<file path="src/rtl/ir_scan_sequencer.sv">
// IR reflectance scan sequencer: emitter settle, sensor charge, then per-channel
// time-to-discharge capture on eight channels with double-buffered results.
module ir_scan_sequencer #(
    parameter int unsigned CHARGE_CYC  = 160,
    parameter int unsigned SETTLE_CYC  = 16,
    parameter int unsigned TIMEOUT_CYC = 48000
) (
    input  logic         WF_CLK,
    input  logic         rst_n,
    input  logic         start,
    input  logic         continuous,
    input  logic [7:0]   ch_en,
    input  logic [7:0]   snsr_in,
    output logic [7:0]   snsr_oe,
    output logic [7:0]   snsr_out,
    output logic         led_even,
    output logic         led_odd,
    output logic [135:0] ttd,
    output logic [7:0]   timed_out,
    output logic         valid,
    output logic         busy
);
    localparam logic [16:0] LP_SETTLE_LAST = 17'(SETTLE_CYC - 1);
    localparam logic [16:0] LP_CHARGE_LAST = 17'(CHARGE_CYC - 1);
    localparam logic [16:0] LP_MEAS_LAST   = 17'(TIMEOUT_CYC - 1);
    localparam logic [16:0] LP_TIMEOUT     = 17'(TIMEOUT_CYC);

    typedef enum logic [2:0] {
        ST_IDLE,
        ST_SETTLE,
        ST_CHARGE,
        ST_MEASURE,
        ST_DONE
    } state_t;

    state_t      r_state;
    logic [7:0]  r_sync1;
    logic [7:0]  r_sync2;
    logic [7:0]  r_en_q;
    logic [7:0]  r_cap;
    logic [16:0] r_cnt;
    logic [16:0] r_work [8];

    logic [7:0]   w_hit;
    logic [7:0]   w_cap_next;
    logic [16:0]  w_work_next [8];
    logic [135:0] w_ttd_final;
    logic [7:0]   w_to_final;
    logic         w_meas_exit;

    always_ff @(posedge WF_CLK or negedge rst_n) begin
        if (!rst_n) begin
            r_sync1 <= '0;
            r_sync2 <= '0;
        end else begin
            r_sync1 <= snsr_in;
            r_sync2 <= r_sync1;
        end
    end

    // Final results include captures landing in the last MEASURE cycle.
    always_comb begin
        w_hit       = r_en_q & ~r_cap & ~r_sync2;
        w_cap_next  = r_cap | w_hit;
        w_ttd_final = '0;
        for (int unsigned k = 0; k < 8; k++) begin
            w_work_next[k] = w_hit[k] ? r_cnt : r_work[k];
            if (w_cap_next[k]) begin
                w_ttd_final[17*k +: 17] = w_work_next[k];
            end else if (r_en_q[k]) begin
                w_ttd_final[17*k +: 17] = LP_TIMEOUT;
            end
        end
        w_to_final  = r_en_q & ~w_cap_next;
        w_meas_exit = (w_cap_next == r_en_q) || (r_cnt == LP_MEAS_LAST);
    end

    always_ff @(posedge WF_CLK or negedge rst_n) begin
        if (!rst_n) begin
            r_state   <= ST_IDLE;
            r_en_q    <= '0;
            r_cap     <= '0;
            r_cnt     <= '0;
            for (int unsigned k = 0; k < 8; k++) begin
                r_work[k] <= '0;
            end
            snsr_oe   <= '0;
            snsr_out  <= '0;
            led_even  <= 1'b0;
            led_odd   <= 1'b0;
            ttd       <= '0;
            timed_out <= '0;
            valid     <= 1'b0;
            busy      <= 1'b0;
        end else begin
            case (r_state)
                ST_IDLE: begin
                    valid <= 1'b0;
                    if (start || continuous) begin
                        r_en_q   <= ch_en;
                        r_cap    <= '0;
                        r_cnt    <= '0;
                        for (int unsigned k = 0; k < 8; k++) begin
                            r_work[k] <= '0;
                        end
                        led_even <= 1'b1;
                        led_odd  <= 1'b1;
                        busy     <= 1'b1;
                        r_state  <= ST_SETTLE;
                    end
                end
                ST_SETTLE: begin
                    if (r_cnt == LP_SETTLE_LAST) begin
                        r_cnt    <= '0;
                        snsr_oe  <= r_en_q;
                        snsr_out <= '1;
                        r_state  <= ST_CHARGE;
                    end else begin
                        r_cnt <= r_cnt + 17'd1;
                    end
                end
                ST_CHARGE: begin
                    if (r_cnt == LP_CHARGE_LAST) begin
                        r_cnt    <= '0;
                        snsr_oe  <= '0;
                        snsr_out <= '0;
                        r_state  <= ST_MEASURE;
                    end else begin
                        r_cnt <= r_cnt + 17'd1;
                    end
                end
                ST_MEASURE: begin
                    r_cap <= w_cap_next;
                    for (int unsigned k = 0; k < 8; k++) begin
                        r_work[k] <= w_work_next[k];
                    end
                    r_cnt <= r_cnt + 17'd1;
                    if (w_meas_exit) begin
                        ttd       <= w_ttd_final;
                        timed_out <= w_to_final;
                        valid     <= 1'b1;
                        led_even  <= 1'b0;
                        led_odd   <= 1'b0;
                        r_state   <= ST_DONE;
                    end
                end
                ST_DONE: begin
                    valid   <= 1'b0;
                    busy    <= 1'b0;
                    r_state <= ST_IDLE;
                end
                default: begin
                    r_state <= ST_IDLE;
                end
            endcase
        end
    end
endmodule

</file>
<file path="config.mk">
export PLATFORM = sky130hd
export DESIGN_NAME = ir_scan_sequencer
export DESIGN_NICKNAME = d
export VERILOG_FILES = /design/src/rtl/ir_scan_sequencer.sv
export SDC_FILE = /design/constraint.sdc
export NUM_CORES = 1
export LEC_CHECK = 0
export BUFFER_PORTS_ARGS = -buffer_cell sky130_fd_sc_hd__buf_2
export CORE_ASPECT_RATIO = 1.2
export CORE_MARGIN = 2
export CORE_UTILIZATION = 40
export DETAILED_ROUTE_END_ITERATION = 7
export PLACE_DENSITY = 0.7
export SLEW_MARGIN = 20
export SYNTH_ARGS = -nofsm -noshare
export SYNTH_HDL_FRONTEND = slang
export SYNTH_SLANG_ARGS = --single-unit
</file>
<file path="constraint.sdc">
create_clock -name WF_CLK -period 4.3 [get_ports WF_CLK]
set_input_delay 0.645 -clock WF_CLK [delete_from_list [all_inputs] [get_ports WF_CLK]]
set_output_delay 0.645 -clock WF_CLK [all_outputs]
set_load 0.03 [all_outputs]
</file>
* Yosys cells after proc, flatten, opt, wreduce, memory -nomap -nowiden
Index checks and enable logic that the tools add are counted.
Widths: inputs -> output; s select.
** Storage, ports and cells
- Register bits after elaboration :: 351
- Latch bits :: 0
- RAM bits :: 0
- Bits in read-only memories :: 0
- Memories :: 0
** Operators by class
- Add/subtract/negate cells :: 1
- $mul :: 0
- Div/mod/pow operators :: 0
- Order comparisons :: 0
- Equal/unequal tests :: 12
- Shifts and indexed selects :: 0
- Multiplexer cells :: 48
- Bitwise gates (word level) :: 7
- Reductions and logical operators :: 18
** Operators with widths (count)
- $mux 17 :: 19
- $pmux 136 s2 :: 1
- $mux 136 :: 1
- $mux 16 :: 8
- $pmux 17 s4 :: 1
- $pmux 8 s2 :: 3
- $mux 8 :: 4
- $and 8x8->8 :: 3
- $not 8->8 :: 3
- $add 17x1->17 const B :: 1
- $eq 17x16->1 const B :: 1
- $eq 17x4->1 const B :: 1
- $eq 17x8->1 const B :: 1
- $mux 3 :: 4
- $pmux 3 s4 :: 1
- $reduce_and 2->1 :: 6
- $eq 8x8->1 :: 1
- $ne 2x2->1 const B :: 4
- $or 8x8->8 :: 1
- $reduce_bool 2->1 :: 4
- $eq 3x2->1 const B :: 2
- $pmux 1 s2 :: 3
- $reduce_and 3->1 :: 2
- $reduce_and 4->1 :: 1
- 7 further kinds :: 10

* Longest topological paths before layout
Gate-level depths: netlist of the first run.
- Word-level depth :: 8
- Depth in mapped cells :: 12
- Gate-level depth less buffers :: 8

* Worst setup path after synthesis of the first run
No wires, ideal clock.
- Kind :: register to register
- Start point :: reg r_cap[6]
- End point :: reg timed_out[1]
- Data arrival time :: 2.227 ns
- Slack :: 1.945 ns
- Stages on the path, launching flop included :: 11
- Buffers on the path :: 4
- Clock period less this slack :: 2.355 ns
- Path through :: dfrtp_1 -> clkbuf_1 -> buf_1 -> nor2b_1 -> ha_1 -> nand4_1 -> nor3_1 -> a31oi_1 -> buf_2 -> buf_2 -> mux2_1
** On the way
- Word-level cells in the longest chain between the ends :: 7
** Ends and longest elaborated chain
- start: declaration :: line 40 : logic [7:0] r_cap;
- start signal: assignment :: line 133 : r_cap <= w_cap_next;
- $not 8->8 :: line 63 : w_hit = r_en_q & ~r_cap & ~r_sync2;
- $and 8x8->8 (2 in series) :: line 63
- $or 8x8->8 * :: line 64 : w_cap_next = r_cap | w_hit;
- $eq 8x8->1 * :: line 75 : w_meas_exit = (w_cap_next == r_en_q) || (r_cnt == LP_MEAS_LAST);
- $logic_or 1x1->1 * :: line 75
- $reduce_and 2->1 (no source line) *
- end signal: assignment :: line 140 : timed_out <= w_to_final;
- end: declaration :: line 19 : output logic [7:0] timed_out,
Mark *: on every way between the ends. The rest lies on a longest branch, timed or not.
A chain may end at the register's enable or synchronous reset.

* Worst setup path after layout of the first run
- Start point :: reg r_state[0]
- End point :: reg r_work[107] in the netlist's numbering
** On the way
- Word-level cells in the longest chain between the ends :: 3
- Elaborated cells between the ends (all ways) :: 6
- Those cells by class :: eq/ne: 2; mux: 1; reduce/logical: 3
** Ends and longest elaborated chain
- start: declaration :: line 36 : state_t r_state;
- start signal: assignment :: line 80 : r_state <= ST_IDLE;
- start signal: assignment :: line 109 : r_state <= ST_SETTLE;
- start signal: assignment :: line 117 : r_state <= ST_CHARGE;
- $eq 3x2->1 or $logic_not 3->1 (tied branches) :: line 96 : case (r_state)
- $reduce_bool 2->1 (no source line) or $ne 2x2->1 (tied branches)
- $reduce_and 2->1 (no source line)
- end signal: indexed assignment :: line 135 : r_work[k] <= w_work_next[k];
- end: declaration :: line 42 : logic [16:0] r_work [8];
Parallel ways exist; a longest one is shown, timed or not.

==> flow_summary.ini, run 1 <==
[clock_tree]
htreeDepth = 2
postCtsResizedCells = 0
cts_buffer_depth = 3
clk_pin_slew_ns = 0.06
cts_tree = yes
cts_buffers = 36
clock_latency_ns = 0.54
cts.sinks = 344
hold_buffers = 0
cts_setup_buffers = 0
root_buffer = clkbuf_16

[sta]
fin_worst_skew_ns = 0.03392
max_freq_mhz = 345.0
hold_viol_final = 0
min_period_ns = 2.899
slew_headroom_pct = 28.01
timing.hold.ws_ns = 0.1109
rsz0062_at_grt = no
setup_tns_ns = 0
maxSlewViolCount = 0
worstMarginPinSlew_ns = 1.080
setup_viol = 0
final.period_utilization_pct = 67.41
setup_ws_ns = 1.401

[final_layout]
regArea_um2 = 8608
n_fill_cell = 3477
syn_to_final_growth_pct = 16.17
nNetsFinal = 1742
drive_above_1_share_pct = 16.39
num_antenna_cells = 0
multi_input_area_um2 = 5662
fin_cells = 2213

[critical_path]
start_kind = flip-flop
critPathKind = reg2reg
cp_slowest_cell = and2_1
critPathCaptureType = flip-flop
slowest_delay_ns = 0.79
crit_chain = inv_1, nor3b_2, buf_4, and2_1, o21ai_0
required_ns = 4.66
cp_top_family = simple AND/OR/NAND/NOR gates
cp_num_buf_inv = 2
cp_data_arrival_time_ns = 3.26
crit_fanout = 34

[detailed_routing]
num_vias = 11990
post-route-drc-count = 0
wirelength_um = 41010
first_iter_violations = 1234
via_per_inst = 5.419
dr.pass1.iters = 6
drt-wirelength-per-cell_um = 18.53
antenna_left = 0

[logic_synthesis]
ys.flop_type = dfrtp_1
synth-seq-cells = 344
ys_seq_area_share_pct = 57.69
synth_common_cells = 403 x nand2_1, 344 x dfrtp_1, 225 x o21ai_0
synth_top_area_cell = dfrtp_1
syn_nets = 1656
yosysTopAreaCellShare_pct = 57.69
ys_types = 47
synth.most_common_cell = nand2_1
async_flop_share_pct = 100.0
synth.avg_cell_area_um2 = 9.171
synth_edf_count = 0
syn_area_um2 = 14920
synth_area_leaders = dfrtp_1 58%, nand2_1 10%, o21ai_0 7.5%
yosysWarnings = 0
syn-instance-count = 1627

[pwr]
p_per_area_nw_per_um2 = 394.9
p_leak_uw = 0.008389
ir_worst_vdd_uv = 219.8

[hold_path]
hold_class = in2async

[placed_design]
dpl_worst_slack_ns = 1.483
dp_hpwl_um = 26190
portBuffers = 183
gp_congestion = 0.8491
dp.cells = 2149

[global_route]
track_usage_pct = 21.15
antenna_found_initial = 0
grt_pass1_vias = 11590
grt_first_pass_wirelength_um = 65180
grt_start_max_net_pins = 147
grt_overflow = 0

[floorplanning]
die_x_um = 180.3
rows = 77
core-area_um2 = 36800
die_h_um = 215.6
io_pins = 184
dieArea_um2 = 38870
initial_core_util_pct = 40.55

[run_status]
status = completed

[job]
cap_viol_max_count = 0
cell type report:
type	count	share of cell area [%]
Inverter	8	0.1732
Sequential cell	344	49.66
Multi-Input combinational cell	1114	32.66
Clock buffer	45	5.688
Clock inverter	19	1.639
Timing Repair Buffer	209	6.756
Tap cell	474	3.421
per-layer routing:
metal  GRT usage, %  share of wire, %
met5              0                 0
met1          28.94                42
met4          9.220               4.0
met3          3.611               6.5
met2          33.24                47
cells in the final DEF, fill, tap and decap left out, drive strengths merged, types with 2 or more instances in the layout:
master,Yosys,final
inv,8,10
nor3b,2,2
a21o,11,11
nor2b,14,14
and2,6,6
and3,4,4
buf,42,209
or3,2,2
and4,2,2
nand3b,4,4
or2,2,2
nand3,11,11
a31oi,4,4
nor3,10,10
nand2,403,403
mux2,10,10
nand4,6,6
ha,9,9
nor2,95,95
nand2b,4,4
a21oi,72,72
dfrtp,344,344
a22oi,70,70
mux2i,13,13
bufinv,0,7
o21ai,317,317
o31ai,3,3
nor4,6,6
clkinv,0,9
clkbuf,119,45
a22o,28,28
worst register-to-register path, cell delays in order (launching register included):
cell and delay [ns]:
dfrtp_1 0.59, inv_1 0.21, nor3b_2 0.60, buf_4 0.28, and2_1 0.79, o21ai_0 0.26
cell families after synthesis:
family                   Yosys count  synth area share (%)
buffers and inverters            169                 4.712
AND/OR/NAND/NOR                  571                 15.73
multiplexers                      23                 1.627
AO/OA/AOI/OAI                    509                 19.37
XOR/XNOR                           2                0.1174
flip-flops                       344                 57.69
adder cells (fa/ha/maj)            9                0.7547
state kept, by name, indices dropped and copies added, names as in the netlist:
register	count
r_cap	8
r_sync2	8
r_en_q	8
snsr_out	1
r_cnt	17
valid	1
snsr_oe	8
r_sync1	8
busy	1
led_odd	1
r_work	136
ttd	136
r_state	3
timed_out	8
metrics by stage:
stage	total power, µW	utilization (%)	cell area (µm²)
2_1_floorplan	3425	-	14920
3_3_place_gp	3553	43.65	16060
3_5_place_dp	3555	43.65	16060
4_1_cts	6912	47.10	17330
5_1_grt	7086	47.10	17330
6_report	6845	47.10	17330
power breakdown:
group          total [µW]  leakage, µW  internal [µW]  switching, µW
Combinational         198      0.00371           58.0            140
Sequential           3290      0.00405           3250           43.0
Clock                3350     0.000627           2050           1300
Total                6840      0.00839           5360           1480
path summary, 6_finish.rpt:
kind / start / to / slack [ns] / cells past startpoint
worst max-delay path: r_state[0] / r_work[107] / 1.40 / 5
worst min-delay path: rst_n / r_sync1[5] / 0.11 / 1
worst max register to register: r_state[0] / r_work[107] / 1.40 / 5
worst min register to register: r_sync1[0] / r_sync2[0] / 0.36 / 0
max in group asynchronous: rst_n / r_work[70] / 3.05 / 2
min in group WF_CLK: snsr_in[6] / r_sync1[6] / 0.21 / 1
No activity file was read; power rests on OpenSTA's default activity.
==> run 2: changes to the inputs <==
Settings changed: ABC_AREA set to 1, PLACE_DENSITY 0.7 to 0.69.
Clock period 4.3 ns to 3 ns, I/O delays scaled along.
==> run 2 against run 1 <==
Compared with the run above: wire length grew 3.6%; first-iteration DRC count grew 11%; combinational power grew to 41 times the previous value; critical path depth grew 6; count of clock-buffer cells in the layout grew 9; die area grew 0.71%; fmax grew 13%; worst setup slack lost 0.96 ns; core utilization grew 0.32 points; synthesized cell count grew 6.5%; global-route usage grew 0.41 points; cell count grew 7.4%; critical path type unchanged; highest routed layer is now met5.
==> flow_summary.ini, run 2 <==
[logic_synthesis]
synth.avg_cell_area_um2 = 8.673
syn_area_um2 = 15030
synth-seq-cells = 344
yosysTopAreaCellShare_pct = 57.27
synth_edf_count = 0
yosysWarnings = 0
ys_types = 28
synth_area_leaders = dfrtp_1 57%, o21ai_0 8.6%, nand2_1 8.2%
ys.flop_type = dfrtp_1
synth.most_common_cell = dfrtp_1
synth_common_cells = 344 x dfrtp_1, 328 x nand2_1, 258 x o21ai_0
async_flop_share_pct = 100.0
ys_seq_area_share_pct = 57.27
syn-instance-count = 1733
syn_nets = 1762
synth_top_area_cell = dfrtp_1

[detailed_routing]
drt-wirelength-per-cell_um = 17.89
post-route-drc-count = 0
via_per_inst = 5.326
first_iter_violations = 1369
antenna_left = 0
num_vias = 12650
wirelength_um = 42500
dr.pass1.iters = 6

[final_layout]
multi_input_area_um2 = 5005
final_common_cell = dfrtp_1
drive_above_1_share_pct = 14.93
nNetsFinal = 1908
syn_to_final_growth_pct = 16.72
n_fill_cell = 3556
regArea_um2 = 8608
final_cell_mix = 344 x dfrtp_1, 327 x nand2_1, 258 x o21ai_0, 229 x inv_1, 182 x buf_2
num_antenna_cells = 0
fin_cells = 2376
largest_registers = r_work: 136 flops, ttd: 136 flops, r_cnt: 17 flops

[sta]
final.period_utilization_pct = 85.43
hold_viol_final = 0
worstMarginPinSlew_ns = 1.007
setup_viol = 0
fin_worst_skew_ns = 0.02627
max_freq_mhz = 390.2
slew_headroom_pct = 32.69
rsz0062_at_grt = no
min_period_ns = 2.563
setup_tns_ns = 0
maxSlewViolCount = 0

[global_route]
track_usage_pct = 21.56
grt_first_pass_wirelength_um = 67040
grt_overflow = 0
antenna_found_initial = 1
grt_pass1_vias = 12190
grt_start_max_net_pins = 89

[pwr]
p_per_area_nw_per_um2 = 1097
p_comb_share_pct = 41.6
power_frac_clock_pct = 22.4
ir_worst_vdd_uv = 382.2
p_leak_uw = 0.008739
switchingPower_uw = 8134
sw_frac_of_total_pct = 42.25
power.internal_uw = 11120
power_frac_seq_pct = 36.0

[run_status]
status = completed

[hold_path]
hp-start = snsr_in[6]
worstHoldPathCells = 1
hold_class = in2reg
min_to = r_sync1[6]

[floorplanning]
io_pins = 184
dieArea_um2 = 39150
die_h_um = 216.4
core-area_um2 = 37000
rows = 77
die_x_um = 181.0
initial_core_util_pct = 40.63

[clock_tree]
root_buffer = clkbuf_16
cts_setup_buffers = 0
htreeDepth = 2
cts_buffers = 34
cts_tree = yes
clock_latency_ns = 0.53
cts_buffer_depth = 3
clk_pin_slew_ns = 0.06
cts.sinks = 344

[placed_design]
dp_hpwl_um = 27940
gp_congestion = 0.8508
dp.cells = 2316
portBuffers = 183

[critical_path]
cp_num_buf_inv = 2
r2r_start = r_en_q[4]
reg2reg_slack_ns = 0.44
cp_top_family = simple AND/OR/NAND/NOR gates
r2r_cells = 11
start_kind = flip-flop
timing.rr.end = ttd[21]
crit_top_cell = nor2_1
cp_data_arrival_time_ns = 2.99
critPathKind = reg2reg
crit_fanout = 25
critPathCaptureType = flip-flop
cp_slowest_cell = dfrtp_1
crit_chain = inv_1, nor2_1, nor2_1, ha_1, nand2_1, nor2_1, nand4_1, nand2_2, buf_4, nand3b_1, o21ai_0
slowest_delay_ns = 0.41
required_ns = 3.42

[job]
cap_viol_max_count = 0
## run 2: worst max path at each step
| stage | start | endpoint | depth (start not counted) |
|---|---|---|---|
| CTS | r_en_q[4] | ttd[106] | 11 |
| detailed placement | r_en_q[1] | ttd[21] | 11 |
| global route | r_en_q[7] | ttd[21] | 11 |
| floorplan | r_en_q[3] | ttd[21] | 14 |
| global placement | r_en_q[4] | ttd[88] | 11 |
| finish | r_en_q[4] | ttd[21] | 11 |
## run 2: timing repair
action / in CTS / in global routing
endpoints found under the hold margin: 73 / 0
hold buffers: 1 / 0
gates resized for setup: 0 / 0
## run 2: routing by layer
layer,global-route usage [%],wire (µm),vias up,share of wire [%]
met5,0,12,-,0.028
met4,8.780,1530,2,3.6
met3,3.546,2848,101,6.7
met2,34.97,20160,456,47
met1,28.96,17940,6128,42
li1,-,-,5967,-
## run 2: per-stage QoR
| step | worst slack, ns | instance area (µm²) | power (µW) | util (%) | hold slack, ns |
|---|---|---|---|---|---|
| 3_5_place_dp | 0.5128 | 16420 | 14970 | 44.37 | 0.3371 |
| 5_1_grt | 0.1774 | 17540 | 20540 | 47.42 | 0.02235 |
| 6_report | 0.4372 | 17540 | 19250 | 47.42 | 0.02680 |
| 3_3_place_gp | 0.6041 | 16420 | 14730 | 44.37 | 0.3368 |
| 4_1_cts | 0.4611 | 17540 | 19320 | 47.42 | 0.01525 |
| 2_1_floorplan | 0.9332 | 15030 | 12540 | - | 0.1544 |
## run 2: cell type report
cell class,count,area share [%]
Clock inverter,5,0.4422
Sequential cell,344,49.07
Multi-Input combinational cell,1038,28.53
Clock buffer,54,5.927
Tap cell,474,3.381
Timing Repair Buffer,229,7.688
Inverter,232,4.964
## run 2: logic make-up after synthesis
logic type | Yosys count | share of synthesized area [%]
buffers and inverters | 351 | 9.656
flip-flops | 344 | 57.27
adder cells (fa/ha/maj) | 9 | 0.7492
AO/OA/AOI/OAI | 511 | 18.31
AND/OR/NAND/NOR | 512 | 13.66
XOR/XNOR | 6 | 0.3496
## run 2: power groups by stage
stage,logic (µW),clock network [µW],registers [µW]
after floorplan,4470,0,8070
after global placement,7800,0,6930
after global routing,8890,4560,7080
final,8020,4310,6920
after CTS,8020,4380,6930
after detailed placement,7970,0,7000
==> run 3: changes to the inputs <==
Settings changed: ABC_AREA 1 to unset, PLACE_DENSITY 0.69 to 0.7.
==> run 3 against run 2 <==
Compared with the run above: sequential share of layout area fell by 0.28 points; count of clock-buffer cells in the layout decreased by 12; cell count fell by 5.1%; combinational power is 96% lower; total power down 51%; clock power rose by 4%; register-to-register slack worse by 0.18 ns; fmax down 6.4%; critical endpoint is now ttd[47]; largest cell class unchanged; largest power group is now sequential cells.
==> flow_summary.ini, run 3 (synthesis results as in run 1) <==
[run_status]
status = completed

[global_route]
grt_start_max_net_pins = 100
track_usage_pct = 21.38
antenna_found_initial = 0
grt_overflow = 0
grt_pass1_vias = 11560
grt_first_pass_wirelength_um = 65790

[critical_path]
cp_top_family = compound AO/OA/AOI/OAI gates
crit_fanout = 75
critPathCaptureType = flip-flop
start_kind = flip-flop
reg2reg_slack_ns = 0.26
required_ns = 3.38
cp_data_arrival_time_ns = 3.12
crit_chain = inv_1, a21oi_1, ha_1, nand4_1, nor3_1, a31oi_4, buf_12, buf_4, o21ai_0
cp_num_buf_inv = 3
slowest_delay_ns = 0.47
cp_slowest_cell = dfrtp_1
critPathKind = reg2reg

[detailed_routing]
first_iter_violations = 1283
via_per_inst = 5.383
antenna_left = 0
num_vias = 12140
post-route-drc-count = 0
drt-wirelength-per-cell_um = 18.54
dr.pass1.iters = 5
wirelength_um = 41800

[final_layout]
final_common_cell = nand2_1
syn_to_final_growth_pct = 18.25
nNetsFinal = 1785
final_cell_mix = 403 x nand2_1, 344 x dfrtp_1, 225 x o21ai_0, 182 x buf_2, 95 x nor2_1
num_antenna_cells = 0
largest_registers = r_work: 136 flops, ttd: 136 flops, r_cnt: 17 flops
drive_above_1_share_pct = 18.30
fin_util_pct = 47.94

[clock_tree]
clock_latency_ns = 0.55
cts_tree = yes
htreeDepth = 2
clk_pin_slew_ns = 0.06
root_buffer = clkbuf_16
cts_buffer_depth = 3
cts_buffers = 35
cts.sinks = 344
postCtsResizedCells = 0

[hold_path]
hold_class = in2reg

[placed_design]
dpl_worst_slack_ns = 0.3633
portBuffers = 183
gp_congestion = 0.8756
dp_hpwl_um = 27610

[sta]
timing.hold.ws_ns = 0.02734
min_period_ns = 2.739
setup_viol = 0
maxSlewViolCount = 0
fin_worst_skew_ns = 0.03721
rsz0062_at_grt = no
setup_tns_ns = 0
hold_viol_final = 0
worstMarginPinSlew_ns = 0.8382
max_freq_mhz = 365.0
slew_headroom_pct = 44.12
setup_ws_ns = 0.2605
final.period_utilization_pct = 91.32

[floorplanning]
die_x_um = 180.3
io_pins = 184
initial_core_util_pct = 40.55
core-area_um2 = 36800
rows = 77
dieArea_um2 = 38870
die_h_um = 215.6

[job]
cap_viol_max_count = 0

[pwr]
power_uw = 9509
p_leak_uw = 0.008585
p_per_area_nw_per_um2 = 538.9
ir_worst_vdd_uv = 346.2
## run 3: final timing paths
check                           start          to  depth (start not counted)
max                        r_sync2[7]     ttd[47]                          9
min                        snsr_in[7]  r_sync1[7]                          1
max reg2reg                r_sync2[7]     ttd[47]                          9
min reg2reg                r_sync1[4]  r_sync2[4]                          0
max in group asynchronous       rst_n  r_work[50]                          3
min in group asynchronous       rst_n  r_sync1[5]                          2
## run 3: through the flow
stage          std cells  area, µm²
6_report            2255      17640
4_1_cts             2255      17640
3_3_place_gp        2190      16450
2_1_floorplan       1627      14920
5_1_grt             2255      17640
3_5_place_dp        2190      16450
## run 3: area by class of cell
class	count	area, µm²
clock inverters	20	225.2
flip-flops and latches	344	8608
fillers	3459	19160
well taps	474	593.1
multi-input cells	1114	5662
repair buffers	253	1584
clock buffers	42	942.2
inverters	8	30.03
## run 3: power by group
group	internal [µW]	total (µW)	leakage [µW]	switching, µW
clock	2610	4470	0.000582	1860
combinational	109	346	0.00395	236
sequential	4660	4690	0.00405	30.0
total	7380	9510	0.00858	2130
## run 3: timing repair
action,in CTS,in global routing
setup buffers,0,0
setup endpoints to repair,0,0
hold buffers,3,0
hold endpoints to repair,10,0
## run 3: metal layers
layer / share of wire, % / wire, µm / GRT usage, %
met5: 0 / 0 / 0
met1: 40 / 16910 / 28.64
met4: 3.8 / 1590 / 8.790
met3: 7.5 / 3124 / 4.101
met2: 48 / 20170 / 34.22
